**src/rtl/cursor_select_ctrl.sv**
```systemverilog
// Pushbutton front end for the board display: debounces six buttons, moves the cursor,
// tracks piece selection and issues move requests to the game engine over valid/ready.
module cursor_select_ctrl #(
  parameter int unsigned DEBOUNCE_CYCLES = 500000,
  parameter int unsigned CNT_W           = 20,
  parameter bit          WRAP            = 1'b0,
  parameter logic [5:0]  RESET_CURSOR    = 6'o00
) (
  input  logic         clk,
  input  logic         rst,
  input  logic [5:0]   btn_n,
  input  logic         turn,
  input  logic [191:0] serialized_board,
  input  logic [27:0]  legal_move,
  output logic [5:0]   cursor_loc,
  output logic [5:0]   select_loc,
  output logic         sel_active,
  output logic         move_valid,
  output logic [5:0]   move_from,
  output logic [5:0]   move_to,
  input  logic         move_ready
);

  typedef enum logic [1:0] {
    ST_IDLE     = 2'd0,
    ST_SELECTED = 2'd1,
    ST_REQUEST  = 2'd2
  } state_e;

  localparam logic [CNT_W-1:0] CNT_MAX = CNT_W'(DEBOUNCE_CYCLES - 1);

  // Button bit positions; lower index wins among the cursor moves.
  localparam int B_UP = 0, B_DN = 1, B_LT = 2, B_RT = 3, B_SEL = 4, B_CAN = 5;

  function automatic logic own_sq(input logic [191:0] brd, input logic [5:0] c, input logic t);
    logic [7:0] idx;
    idx = {2'b00, c} * 8'd3;
    return brd[idx + 8'd2] && (brd[idx + 8'd1] == t);
  endfunction

  function automatic logic legal_sq(input logic [27:0] lm, input logic [5:0] c);
    logic hit;
    hit = 1'b0;
    for (int k = 0; k < 4; k++) begin
      if (lm[7*k+6] && (lm[7*k +: 6] == c)) begin
        hit = 1'b1;
      end else begin
        hit = hit;
      end
    end
    return hit;
  endfunction

  function automatic logic [2:0] step_inc(input logic [2:0] v);
    if (v == 3'd7) begin
      return WRAP ? 3'd0 : 3'd7;
    end else begin
      return v + 3'd1;
    end
  endfunction

  function automatic logic [2:0] step_dec(input logic [2:0] v);
    if (v == 3'd0) begin
      return WRAP ? 3'd7 : 3'd0;
    end else begin
      return v - 3'd1;
    end
  endfunction

  logic [5:0]       sync1_q, sync2_q;
  logic [5:0]       lvl_q, lvl_d;
  logic [5:0]       press_q, press_d;
  logic [CNT_W-1:0] cnt_q [6];
  logic [CNT_W-1:0] cnt_d [6];
  logic [5:0]       ev_s;

  state_e     state_q, state_d;
  logic [5:0] cursor_q, cursor_d;
  logic [5:0] select_loc_q, select_loc_d;
  logic       sel_active_q, sel_active_d;
  logic       move_valid_q, move_valid_d;
  logic [5:0] move_from_q, move_from_d;
  logic [5:0] move_to_q, move_to_d;

  // Debounce: accepted level (1 = pressed) follows the synchronized level after it differs long enough.
  always_comb begin
    lvl_d = lvl_q;
    for (int i = 0; i < 6; i++) begin
      cnt_d[i] = '0;
      if (~sync2_q[i] != lvl_q[i]) begin
        if (cnt_q[i] == CNT_MAX) begin
          lvl_d[i] = ~sync2_q[i];
          cnt_d[i] = '0;
        end else begin
          cnt_d[i] = cnt_q[i] + CNT_W'(1);
        end
      end else begin
        cnt_d[i] = '0;
      end
    end
    press_d = lvl_d & ~lvl_q;
  end

  // Only the highest-priority press of the cycle survives.
  always_comb begin
    ev_s = 6'b000000;
    if (press_q[B_CAN]) begin
      ev_s[B_CAN] = 1'b1;
    end else if (press_q[B_SEL]) begin
      ev_s[B_SEL] = 1'b1;
    end else if (press_q[B_UP]) begin
      ev_s[B_UP] = 1'b1;
    end else if (press_q[B_DN]) begin
      ev_s[B_DN] = 1'b1;
    end else if (press_q[B_LT]) begin
      ev_s[B_LT] = 1'b1;
    end else if (press_q[B_RT]) begin
      ev_s[B_RT] = 1'b1;
    end else begin
      ev_s = 6'b000000;
    end
  end

  // Cursor movement and selection/request FSM next state.
  always_comb begin
    state_d      = state_q;
    cursor_d     = cursor_q;
    select_loc_d = select_loc_q;
    sel_active_d = sel_active_q;
    move_valid_d = move_valid_q;
    move_from_d  = move_from_q;
    move_to_d    = move_to_q;

    if (ev_s[B_UP]) begin
      cursor_d = {cursor_q[5:3], step_inc(cursor_q[2:0])};
    end else if (ev_s[B_DN]) begin
      cursor_d = {cursor_q[5:3], step_dec(cursor_q[2:0])};
    end else if (ev_s[B_LT]) begin
      cursor_d = {step_dec(cursor_q[5:3]), cursor_q[2:0]};
    end else if (ev_s[B_RT]) begin
      cursor_d = {step_inc(cursor_q[5:3]), cursor_q[2:0]};
    end else begin
      cursor_d = cursor_q;
    end

    case (state_q)
      ST_IDLE: begin
        if (ev_s[B_SEL] && own_sq(serialized_board, cursor_q, turn)) begin
          state_d      = ST_SELECTED;
          select_loc_d = cursor_q;
          sel_active_d = 1'b1;
        end else begin
          state_d = ST_IDLE;
        end
      end
      ST_SELECTED: begin
        if (ev_s[B_CAN] || (ev_s[B_SEL] && (cursor_q == select_loc_q))) begin
          state_d      = ST_IDLE;
          sel_active_d = 1'b0;
        end else if (ev_s[B_SEL] && own_sq(serialized_board, cursor_q, turn)) begin
          select_loc_d = cursor_q;
        end else if (ev_s[B_SEL] && legal_sq(legal_move, cursor_q)) begin
          state_d      = ST_REQUEST;
          move_from_d  = select_loc_q;
          move_to_d    = cursor_q;
          move_valid_d = 1'b1;
        end else begin
          state_d = ST_SELECTED;
        end
      end
      ST_REQUEST: begin
        if (move_valid_q && move_ready) begin
          state_d      = ST_IDLE;
          move_valid_d = 1'b0;
          sel_active_d = 1'b0;
        end else begin
          state_d = ST_REQUEST;
        end
      end
      default: begin
        state_d      = ST_IDLE;
        move_valid_d = 1'b0;
        sel_active_d = 1'b0;
      end
    endcase
  end

  // Input synchronizers, debounce state and press pulses.
  always_ff @(posedge clk or negedge rst) begin
    if (!rst) begin
      sync1_q <= 6'h3F;
      sync2_q <= 6'h3F;
      lvl_q   <= 6'h00;
      press_q <= 6'h00;
      for (int i = 0; i < 6; i++) begin
        cnt_q[i] <= '0;
      end
    end else begin
      sync1_q <= btn_n;
      sync2_q <= sync1_q;
      lvl_q   <= lvl_d;
      press_q <= press_d;
      for (int i = 0; i < 6; i++) begin
        cnt_q[i] <= cnt_d[i];
      end
    end
  end

  // Registered FSM state and outputs.
  always_ff @(posedge clk or negedge rst) begin
    if (!rst) begin
      state_q      <= ST_IDLE;
      cursor_q     <= RESET_CURSOR;
      select_loc_q <= 6'o00;
      sel_active_q <= 1'b0;
      move_valid_q <= 1'b0;
      move_from_q  <= 6'o00;
      move_to_q    <= 6'o00;
    end else begin
      state_q      <= state_d;
      cursor_q     <= cursor_d;
      select_loc_q <= select_loc_d;
      sel_active_q <= sel_active_d;
      move_valid_q <= move_valid_d;
      move_from_q  <= move_from_d;
      move_to_q    <= move_to_d;
    end
  end

  assign cursor_loc = cursor_q;
  assign select_loc = select_loc_q;
  assign sel_active = sel_active_q;
  assign move_valid = move_valid_q;
  assign move_from  = move_from_q;
  assign move_to    = move_to_q;

endmodule

```
**config.mk**
```make
export PLATFORM = sky130hd
export DESIGN_NAME = cursor_select_ctrl
export DESIGN_NICKNAME = d
export VERILOG_FILES = /design/src/rtl/cursor_select_ctrl.sv
export SDC_FILE = /design/constraint.sdc
export NUM_CORES = 1
export LEC_CHECK = 0
export CORE_AREA = 2 2 164 166
export DETAILED_ROUTE_END_ITERATION = 6
export DIE_AREA = 0 0 166 168
export GPL_TIMING_DRIVEN = 0
export MAX_ROUTING_LAYER = met4
export PLACE_DENSITY = 0.77
export SLEW_MARGIN = 20
export SYNTH_ARGS = -nofsm -noshare
export SYNTH_HDL_FRONTEND = slang
export SYNTH_SLANG_ARGS = --single-unit
export TNS_END_PERCENT = 1
```
**constraint.sdc**
```tcl
create_clock -name clk -period 4.2 [get_ports clk]
set_clock_uncertainty 0.1 [all_clocks]
set_input_delay 0.63 -clock clk [delete_from_list [all_inputs] [get_ports clk]]
set_output_delay 0.63 -clock clk [all_outputs]
set_load 0.01 [all_outputs]
```
==> flow_results.org, run 1 <==
** Power and ir drop
- Summing internal, switching and leakage power gives 3.787 mW.
- IR analysis of the VDD net gives a maximum drop of 0.2907 mV.
- Leakage :: 6.623 nW
- Pwr/cell area :: 223.8 nW/µm²

** Timing
- Measured against its own limit, the worst slew margin works out to 36.86%.
- Counting I/O delays and the setup requirement, the final critical path takes 4.348 ns.
- Minimum hold slack :: 0.08462 ns
- The number of max-slew violations in the final report came to 0.
- Setup violations remaining at the end of the flow were counted as 19.
- After layout, the worst path uses 103.5% of the clock period.
- After layout, the worst setup slack is -0.1481 ns.
- Setup repair after global routing missed its margin :: yes
- Maximum achievable frequency :: 0.2300 GHz
- At the pin with the least slew margin, the transition time is 0.9472 ns.
- Final hold vios :: 0

** Global route
- Via count of the first global-routing pass :: 11318
- The total overflow left after global routing is 0.
- Number of antenna violations at the first check in global routing :: 0
- First-pass GRT wire length :: 60170 µm
- Overall routing resource usage :: 27.67%
- Maximum number of pins on one net before global-route repair :: 89

** Synth
- In this run the biggest area consumer among cell types represents 32.30% of the synthesized area.
- After synthesis, the netlist uses 78 different library cells.
- Dividing the synthesized area by the synthesized cell count gives 10.41 µm².
- Cells taking the most area after synthesis :: sky130_fd_sc_hd__dfrtp_1, sky130_fd_sc_hd__mux4_2, sky130_fd_sc_hd__xor2_1
- Flip-flop and latch count after synthesis :: 172
- Mapped Nets :: 1442
- After synthesis, flip-flops and latches occupy 34.85% of the total area.
- Number of warnings reported in the yosys synthesis log :: 0
- Top_reg_cell synth :: sky130_fd_sc_hd__dfrtp_1
- Post-synth EDFFs :: 0
- Synthesis handed over a netlist of 1191 instances.
- After synthesis the cells add up to 12390 µm².
- Counting flops with an async set or reset pin after synthesis yields a share of 100.0%.
- The largest total area in the synthesized netlist belongs to sky130_fd_sc_hd__dfrtp_1.

** Cells and area
- Commonest cells after routing, fill and taps aside :: sky130_fd_sc_hd__clkdlybuf4s50_1, sky130_fd_sc_hd__nor2_1, sky130_fd_sc_hd__dfrtp_1, sky130_fd_sc_hd__mux4_2, sky130_fd_sc_hd__xor2_1
- Share of post-route cells with drive strength above 1 :: 19.54%
- Once layout is complete, the utilization of the core stands at 64.21%.
- Fill cells in the final layout number 1962.
- After routing the design area is 16920 µm².
- After the last flow step, the layout net total stands at 1753.
- Syn-to-layout area delta :: 36.51%
- Across the whole layout, storage elements account for 4323 µm².
- The repair_antennas step left the layout with diodes totalling 0.
- The library cell used most frequently in the layout, excluding fill and tap cells, is sky130_fd_sc_hd__clkdlybuf4s50_1.
- Summing all multi-input logic gate instances after layout gives 7958 µm².

** Outcome
- The run finished, with violations left.
- Violated checks :: negative setup slack

** Drt
- Post-Route WL :: 37520 µm
- Iteration-0 DRC count of the detailed router :: 1003
- DR WL/cell :: 20.22 µm
- Residual DRC count :: 0
- The routed layout has 11213 vias.
- Dividing the detail-routed via count by the number of cells gives 6.041.
- DRT Pass-1 Iters :: 5
- Routed Antenna Nets :: 0

** Floorplan
- Starting density of the core :: 47.04%
- The region available for standard cell placement spans 26350 µm².
- Die footprint :: 27890 µm²
- The floorplan step set the die width to 166 µm.
- Total I/O pin count :: 256
- The floorplan has 60 rows.
- The floorplan step set the die height to 168 µm.

** Placement
- Final Wtd Congestion :: 0.9501
- After legalization and detailed placement, the total HPWL measured 27570 µm.
- IO Port Bufs :: 255
- Placed Instance Area :: 15440 µm²

** Worst setup path
- For the worst setup path, the data arrival time is 4.55 ns.
- Kind of critical path :: reg2reg
- Start point of the critical path :: cursor_loc[0]
- At the worst endpoint, the required time is 4.41 ns.
- Along the worst path, the maximum fanout reaches 6.
- In this run the critical register-to-register path is launched from cursor_loc[0].
- The worst setup path is launched from a flop.
- Endpoint type of the worst setup path :: flop

** Flow run
- Across the run, the number of max-cap violations was 0.

** Clock network
- Post-CTS clock slew at the launch and capture registers of the worst setup and hold paths :: 0.07 ns
- Total clock buffers created by CTS :: 17
- Clk sinks :: 172
- Number of buffers on the longest clock path :: 2
- The H-tree was split into 4 levels.
- The cell sitting at the root of the clock tree is a sky130_fd_sc_hd__clkbuf_16.
- Clock latency on the worst-skew pair, taken at its later pin, is 0.43 ns.
- Clock tree from TritonCTS :: yes

** Worst hold path
- The tightest min-delay check is of the in2async type.
[critical path: stages (launching register included)]
cell                       delay, ns
sky130_fd_sc_hd__dfrtp_2        0.47
sky130_fd_sc_hd__ha_4           0.19
sky130_fd_sc_hd__fa_2           0.57
sky130_fd_sc_hd__buf_6          0.12
sky130_fd_sc_hd__buf_6          0.09
sky130_fd_sc_hd__nand3_2        0.07
sky130_fd_sc_hd__or4_4          0.53
sky130_fd_sc_hd__o221ai_4       0.09
sky130_fd_sc_hd__mux4_2         0.54
sky130_fd_sc_hd__nor3b_2        0.21
sky130_fd_sc_hd__a311oi_1       0.08
sky130_fd_sc_hd__nand4b_1       0.23
sky130_fd_sc_hd__buf_4          0.18
sky130_fd_sc_hd__a31oi_4        0.11
sky130_fd_sc_hd__o21ai_4        0.20
sky130_fd_sc_hd__buf_12         0.14
sky130_fd_sc_hd__mux2_4         0.29
[final cells by class]
cell class              count  area share [%]
multi-input cells         921           47.03
flip-flops and latches    172           25.55
repair buffers            293           17.41
plain buffers              61           3.024
well taps                 341           2.522
clock buffers              17           2.514
clock inverters            15           1.124
inverters                  36          0.8282
[metal layers]
metal | wire length, µm | GRT usage [%] | up-vias
li1 | - | - | 5042
met1 | 15160 | 34.42 | 5527
met2 | 18260 | 44.69 | 519
met3 | 2520 | 5.336 | 125
met4 | 1578 | 11.57 | 0
met5 | 0 | - | -
[cell usage after synthesis (3+ instances only)]
master / count
sky130_fd_sc_hd__o22ai_1: 4
sky130_fd_sc_hd__nor2b_1: 6
sky130_fd_sc_hd__o31ai_1: 3
sky130_fd_sc_hd__mux4_2: 107
sky130_fd_sc_hd__mux2_1: 6
sky130_fd_sc_hd__xor2_1: 87
sky130_fd_sc_hd__nor4b_1: 6
sky130_fd_sc_hd__dfstp_2: 12
sky130_fd_sc_hd__dfrtp_1: 160
sky130_fd_sc_hd__and3_1: 17
sky130_fd_sc_hd__mux2i_1: 14
sky130_fd_sc_hd__a22o_1: 12
sky130_fd_sc_hd__inv_1: 35
sky130_fd_sc_hd__clkbuf_1: 31
sky130_fd_sc_hd__o211ai_1: 4
sky130_fd_sc_hd__nor4_1: 12
sky130_fd_sc_hd__and2_1: 6
sky130_fd_sc_hd__nand4_1: 32
sky130_fd_sc_hd__and4_1: 7
sky130_fd_sc_hd__a21o_1: 3
sky130_fd_sc_hd__buf_4: 4
sky130_fd_sc_hd__o2111ai_1: 14
sky130_fd_sc_hd__a31oi_1: 7
sky130_fd_sc_hd__xnor2_1: 61
sky130_fd_sc_hd__nor3b_1: 9
sky130_fd_sc_hd__nand3_1: 77
sky130_fd_sc_hd__or3_1: 12
sky130_fd_sc_hd__nor3_1: 14
sky130_fd_sc_hd__nor2_1: 178
sky130_fd_sc_hd__o21ai_0: 22
sky130_fd_sc_hd__ha_1: 20
sky130_fd_sc_hd__a21boi_0: 3
sky130_fd_sc_hd__a22oi_1: 6
sky130_fd_sc_hd__a211oi_1: 5
sky130_fd_sc_hd__or4_1: 8
sky130_fd_sc_hd__a21oi_1: 32
sky130_fd_sc_hd__buf_1: 5
sky130_fd_sc_hd__nand2_1: 74
sky130_fd_sc_hd__buf_2: 22
sky130_fd_sc_hd__or2_2: 7
[report_power, final]
part           switching [mW]  internal, mW  leakage [nW]
Sequential             0.0178          1.68          2.34
Clock                   0.755         0.861         0.301
Combinational           0.174         0.299          3.98
Total                   0.947          2.84          6.62
[through the flow]
step	setup TNS [ns]	cells	setup WS, ns
floorplan	0	1191	0.006627
global placement	-781.60	1787	-4.600
detailed placement	-18.99	1788	-0.9822
CTS	-0.6137	1845	-0.06616
global route	-4.824	1856	-0.2672
finish	-1.798	1856	-0.1481
[registers in the layout, indices dropped and copies added, names as in the netlist]
register and count:
state_q 2, move_valid 1, lvl_q 6, move_from 6, cnt_q 120, sync1_q 6, sync2_q 6, press_q 6
cursor_loc 6, sel_active 1, move_to 6, select_loc 6
[worst paths after layout]
| path | endpoint | slack [ns] | cells after the start |
|---|---|---|---|
| max | select_loc[0] | -0.15 | 16 |
| min | cnt_q[27] | 0.08 | 1 |
| max reg2reg | select_loc[0] | -0.15 | 16 |
| min reg2reg | sync2_q[1] | 0.26 | 0 |
| max in group asynchronous | sync2_q[1] | 3.07 | 2 |
| min in group clk | sync2_q[1] | 0.26 | 0 |
[logic make-up after synthesis]
logic type	after synthesis	synth area share (%)
simple gates	473	18.43
xor+xnor	151	10.90
buf+inv	98	3.311
flops	172	34.85
compound gates	147	8.904
mux	129	21.42
fa+ha+maj	21	2.181
[repair_timing]
item,4_1_cts,5_1_grt
setup endpoints to repair,22,22
setup buffers,25,11
resized for setup,107,26
gates cloned,1,0
pin swaps,22,16
hold buffers,0,0
(Power assumes the default switching activity.)
==> inputs of run 2 (changes only) <==
- CELL_PAD_IN_SITES_DETAIL_PLACEMENT: not set -> 1
- CELL_PAD_IN_SITES_GLOBAL_PLACEMENT: not set -> 1
- CORE_AREA: 2 2 164 166 -> 2 2 187 189
- DIE_AREA: 0 0 166 168 -> 0 0 189 191
- PLACE_DENSITY: 0.77 -> 0.76
==> flow_results.org, run 2 (same netlist as run 1, synthesis figures left out) <==
** Global route
- The total congestion overflow is 0 (unchanged).
- Maximum number of pins on one net before global-route repair :: 61 (-31%)
- First-pass GRT wire length :: 68730 µm (+14%)
- Via count of the first global-routing pass :: 12213 (+7.9%)
- The initial antenna violation count was 5 (+5).
- The total global-route track usage was 25.15% (-2.5 points).

** Worst hold path
- The path with the worst hold slack has its endpoint at sync2_q[4].
- Hold path start :: sync1_q[4]
- Counting instances, the worst hold path has a depth of 0.
- Hold WC Path Type :: reg2reg

** Cells and area
- The total area of multi-input combinational cells came to 8092 µm² (+1.7%).
- Commonest cells after routing, fill and taps aside :: sky130_fd_sc_hd__clkdlybuf4s50_1, sky130_fd_sc_hd__nor2_1, sky130_fd_sc_hd__dfrtp_1, sky130_fd_sc_hd__mux4_2, sky130_fd_sc_hd__xor2_1
- Commonest non-fill, non-tap cell in the layout :: sky130_fd_sc_hd__clkdlybuf4s50_1
- The final net count was 1762 (+0.51%).
- Syn-to-layout area delta :: 39.44%
- cnt_q holds more flip-flops than any other register.
- The flip-flop count of the largest register after layout was 120 (unchanged).
- Fill cell instance count of the final layout :: 3716 (+89%)
- Storage cell area :: 4323 µm² (unchanged)
- Share of post-route cells with drive strength above 1 :: 20.80% (+1.3 points)

** Timing
- The post-layout minimum cycle time came to 4.406 ns (+0.05766 ns).
- The count of endpoints failing setup in the final report came to 22 (+3).
- The hold slack was 0.2582 ns (+0.1735 ns).
- The final worst-path cycle share is 104.9% (+1.4 points).
- The count of final hold-check violations came to 0 (unchanged).
- The slew of the pin with the lowest slew margin is 0.9273 ns (-0.01987 ns).
- Setup repair after global routing could not meet its margin everywhere.
- The number of max-slew violations in the final report was 0 (unchanged).
- Worst relative slew slack :: 38.18% (+1.3 points)
- Maximum achievable frequency :: 0.2270 GHz (-1.3%)
- The final worst-path setup slack is -0.2058 ns (-0.05766 ns).

** Drt
- The remaining design rule violation count is 0 (unchanged).
- Number of vias per cell after detailed routing :: 5.764 (-4.6%)
- The starting DRC count in detailed routing came to 651 (-35%).
- DRT Pass-1 Iters :: 5 (unchanged)
- Routed Antenna Nets :: 0 (unchanged)
- The number of vias in the routed layout came to 11435 (+2.0%).
- The routed length per instance came to 22.35 µm (+11%).
- Post-Route WL :: 44340 µm (+18%)

** Floorplan
- The total I/O pin count came to 256 (unchanged).
- Number of standard-cell rows in the floorplan :: 68 (+13%)
- The effective utilization at floorplan is 36.33% (-11 points).
- The die extent in x was 189 µm (+14%).
- Area of the core :: 34120 µm² (+29%)
- Die footprint :: 36100 µm² (+29%)
- The die boundary height came to 191 µm (+14%).

** Power and ir drop
- The internal power summed over all cells came to 2.846 mW (+0.20%).
- Maximum ir drop on the vdd rail :: 0.2727 mV (-6.2%)
- The share of power burned in the clock network is 42.0% (-0.7 points).
- Leakage :: 6.672 nW (+0.74%)
- The sequential fraction of design power is 45.0% (+0.2 points).
- Share of total power consumed by net switching :: 24.56% (-0.45 points)
- The part of the power in combinational logic came to 13.0% (+0.5 points).
- The power dissipated by switching net loads is 0.9264 mW (-2.2%).
- The areal power density over the cells came to 218.2 nW/µm² (-2.5%).

** Placement
- IO Port Bufs :: 255 (unchanged)
- Pre-CTS setup slack :: -1.206 ns (-0.2233 ns)
- Post-DP HPWL :: 32440 µm (+18%)
- Final Wtd Congestion :: 0.9162 (-3.6%)

** Worst setup path
- Cell Chain, Critical Path :: ha_4 -> fa_2 -> buf_12 -> xor2_4 -> buf_12 -> mux4_2 -> mux4_2 -> nor3b_4 -> a311oi_2 -> nand4b_1 -> buf_4 -> a31oi_4 -> o21ai_4 -> buf_12 -> mux2_4
- Worst endpoint required time :: 4.42 ns (about the same)
- On the critical path, the stage with the largest delay is an instance of sky130_fd_sc_hd__fa_2.
- Highest fanout seen on the critical path :: 6 (unchanged)
- Element type at the critical path start :: flop
- The data arrival time at the worst-slack endpoint was 4.62 ns (+0.07 ns).
- Worst reg-to-reg path cell count :: 15 (-1)
- Slack of the worst reg-to-reg path :: -0.21 ns (-0.06 ns)
- Counting stages on the worst path, the most repeated cell is sky130_fd_sc_hd__buf_12.
- Capture instance of the worst register-to-register path :: select_loc[0]
- The delay of the slowest cell on the worst path is 0.59 ns (+0.02 ns).
- Startpoint of the worst-slack reg-to-reg timing path :: cursor_loc[1]
- Kind of critical path :: reg2reg
- Endpoint type of the worst setup path :: flop

** Flow run
- The total of max-cap violations is 0 (unchanged).

** Clock network
- Number of buffers on the longest clock path :: 2 (unchanged)
- Post-CTS clock slew at the launch and capture registers of the worst setup and hold paths :: 0.07 ns (about the same)
- Total clock buffers created by CTS :: 17 (unchanged)
- The number of H-tree branching levels was 4 (unchanged).
- Clock latency on the worst-skew pair :: 0.44 ns (about the same)
- Root buffer selected by CTS :: sky130_fd_sc_hd__clkbuf_16
- Clk sinks :: 172 (unchanged)
- TritonCTS built the clock tree.

** Outcome
- Result of the run :: finished with violations
- Violated checks :: negative setup slack
==> run 2: layer usage <==
layer	vias up	track usage, %	share of wire [%]	wire length, µm
li1	5057	-	-	-
met1	5827	28.91	39	17330
met2	426	42.77	51	22620
met3	125	4.443	5.4	2397
met4	0	11.87	4.5	1996
met5	-	-	0	0
==> run 2: timing repair <==
action / in CTS / in global routing
resized for setup: 114 / 44
setup endpoints to repair: 22 / 22
setup buffers: 31 / 13
hold buffers: 1 / 0
endpoints found under the hold margin: 2 / 0
pin swaps: 25 / 15
==> run 2: cell type report <==
class	instances	share of cell area [%]
clock buffer	19	2.621
antenna	5	0.07240
clock inverter	13	0.7457
sequential	172	25.01
tap	455	3.294
timing repair buffer	302	17.49
inverter	36	0.8108
buffer	61	3.135
multi-input combinational	921	46.82
==> run 2: how the worst max path moves through the flow <==
stage / start / endpoint / slack [ns] / cells after the start
5_1_grt: cursor_loc[1] / select_loc[0] / -0.33 / 14
3_5_place_dp: cursor_loc[0] / select_loc[0] / -1.21 / 16
2_1_floorplan: cursor_loc[1] / select_loc[0] / 0.007 / 13
4_1_cts: cursor_loc[0] / select_loc[0] / -0.09 / 15
3_3_place_gp: rst / move_to[2] / -4.78 / 1
6_report: cursor_loc[1] / select_loc[0] / -0.21 / 15
==> run 2: stage by stage <==
stage / cell area [µm²] / power, mW / TNS, ns / instances / utilization (%)
after CTS: 16970 / 3.817 / -0.9403 / 1966 / 49.75
after global placement: 15550 / 2.183 / -814.66 / 1901 / 45.58
after floorplan: 12430 / 1.874 / 0 / 1191 / -
after global routing: 17280 / 3.924 / -5.471 / 1984 / 50.66
after detailed placement: 15610 / 2.204 / -24.48 / 1903 / 45.76
final: 17280 / 3.772 / -2.120 / 1984 / 50.66
==> run 2: worst max-delay path, delay by kind of cell (launching register included) <==
family	cells	cell delay, ns
mux	3	1.36
xor+xnor	1	0.21
buf+inv	4	0.59
flops	1	0.45
compound gates	3	0.38
simple gates	2	0.42
fa+ha+maj	2	0.77
==> run 2: power groups by stage <==
stage / clock, mW / sequential (mW) / combinational (mW)
after detailed placement: 0 / 1.73 / 0.473
after global placement: 0 / 1.73 / 0.453
final: 1.58 / 1.70 / 0.490
after floorplan: 0 / 1.73 / 0.148
after global routing: 1.70 / 1.70 / 0.523
after CTS: 1.64 / 1.70 / 0.483
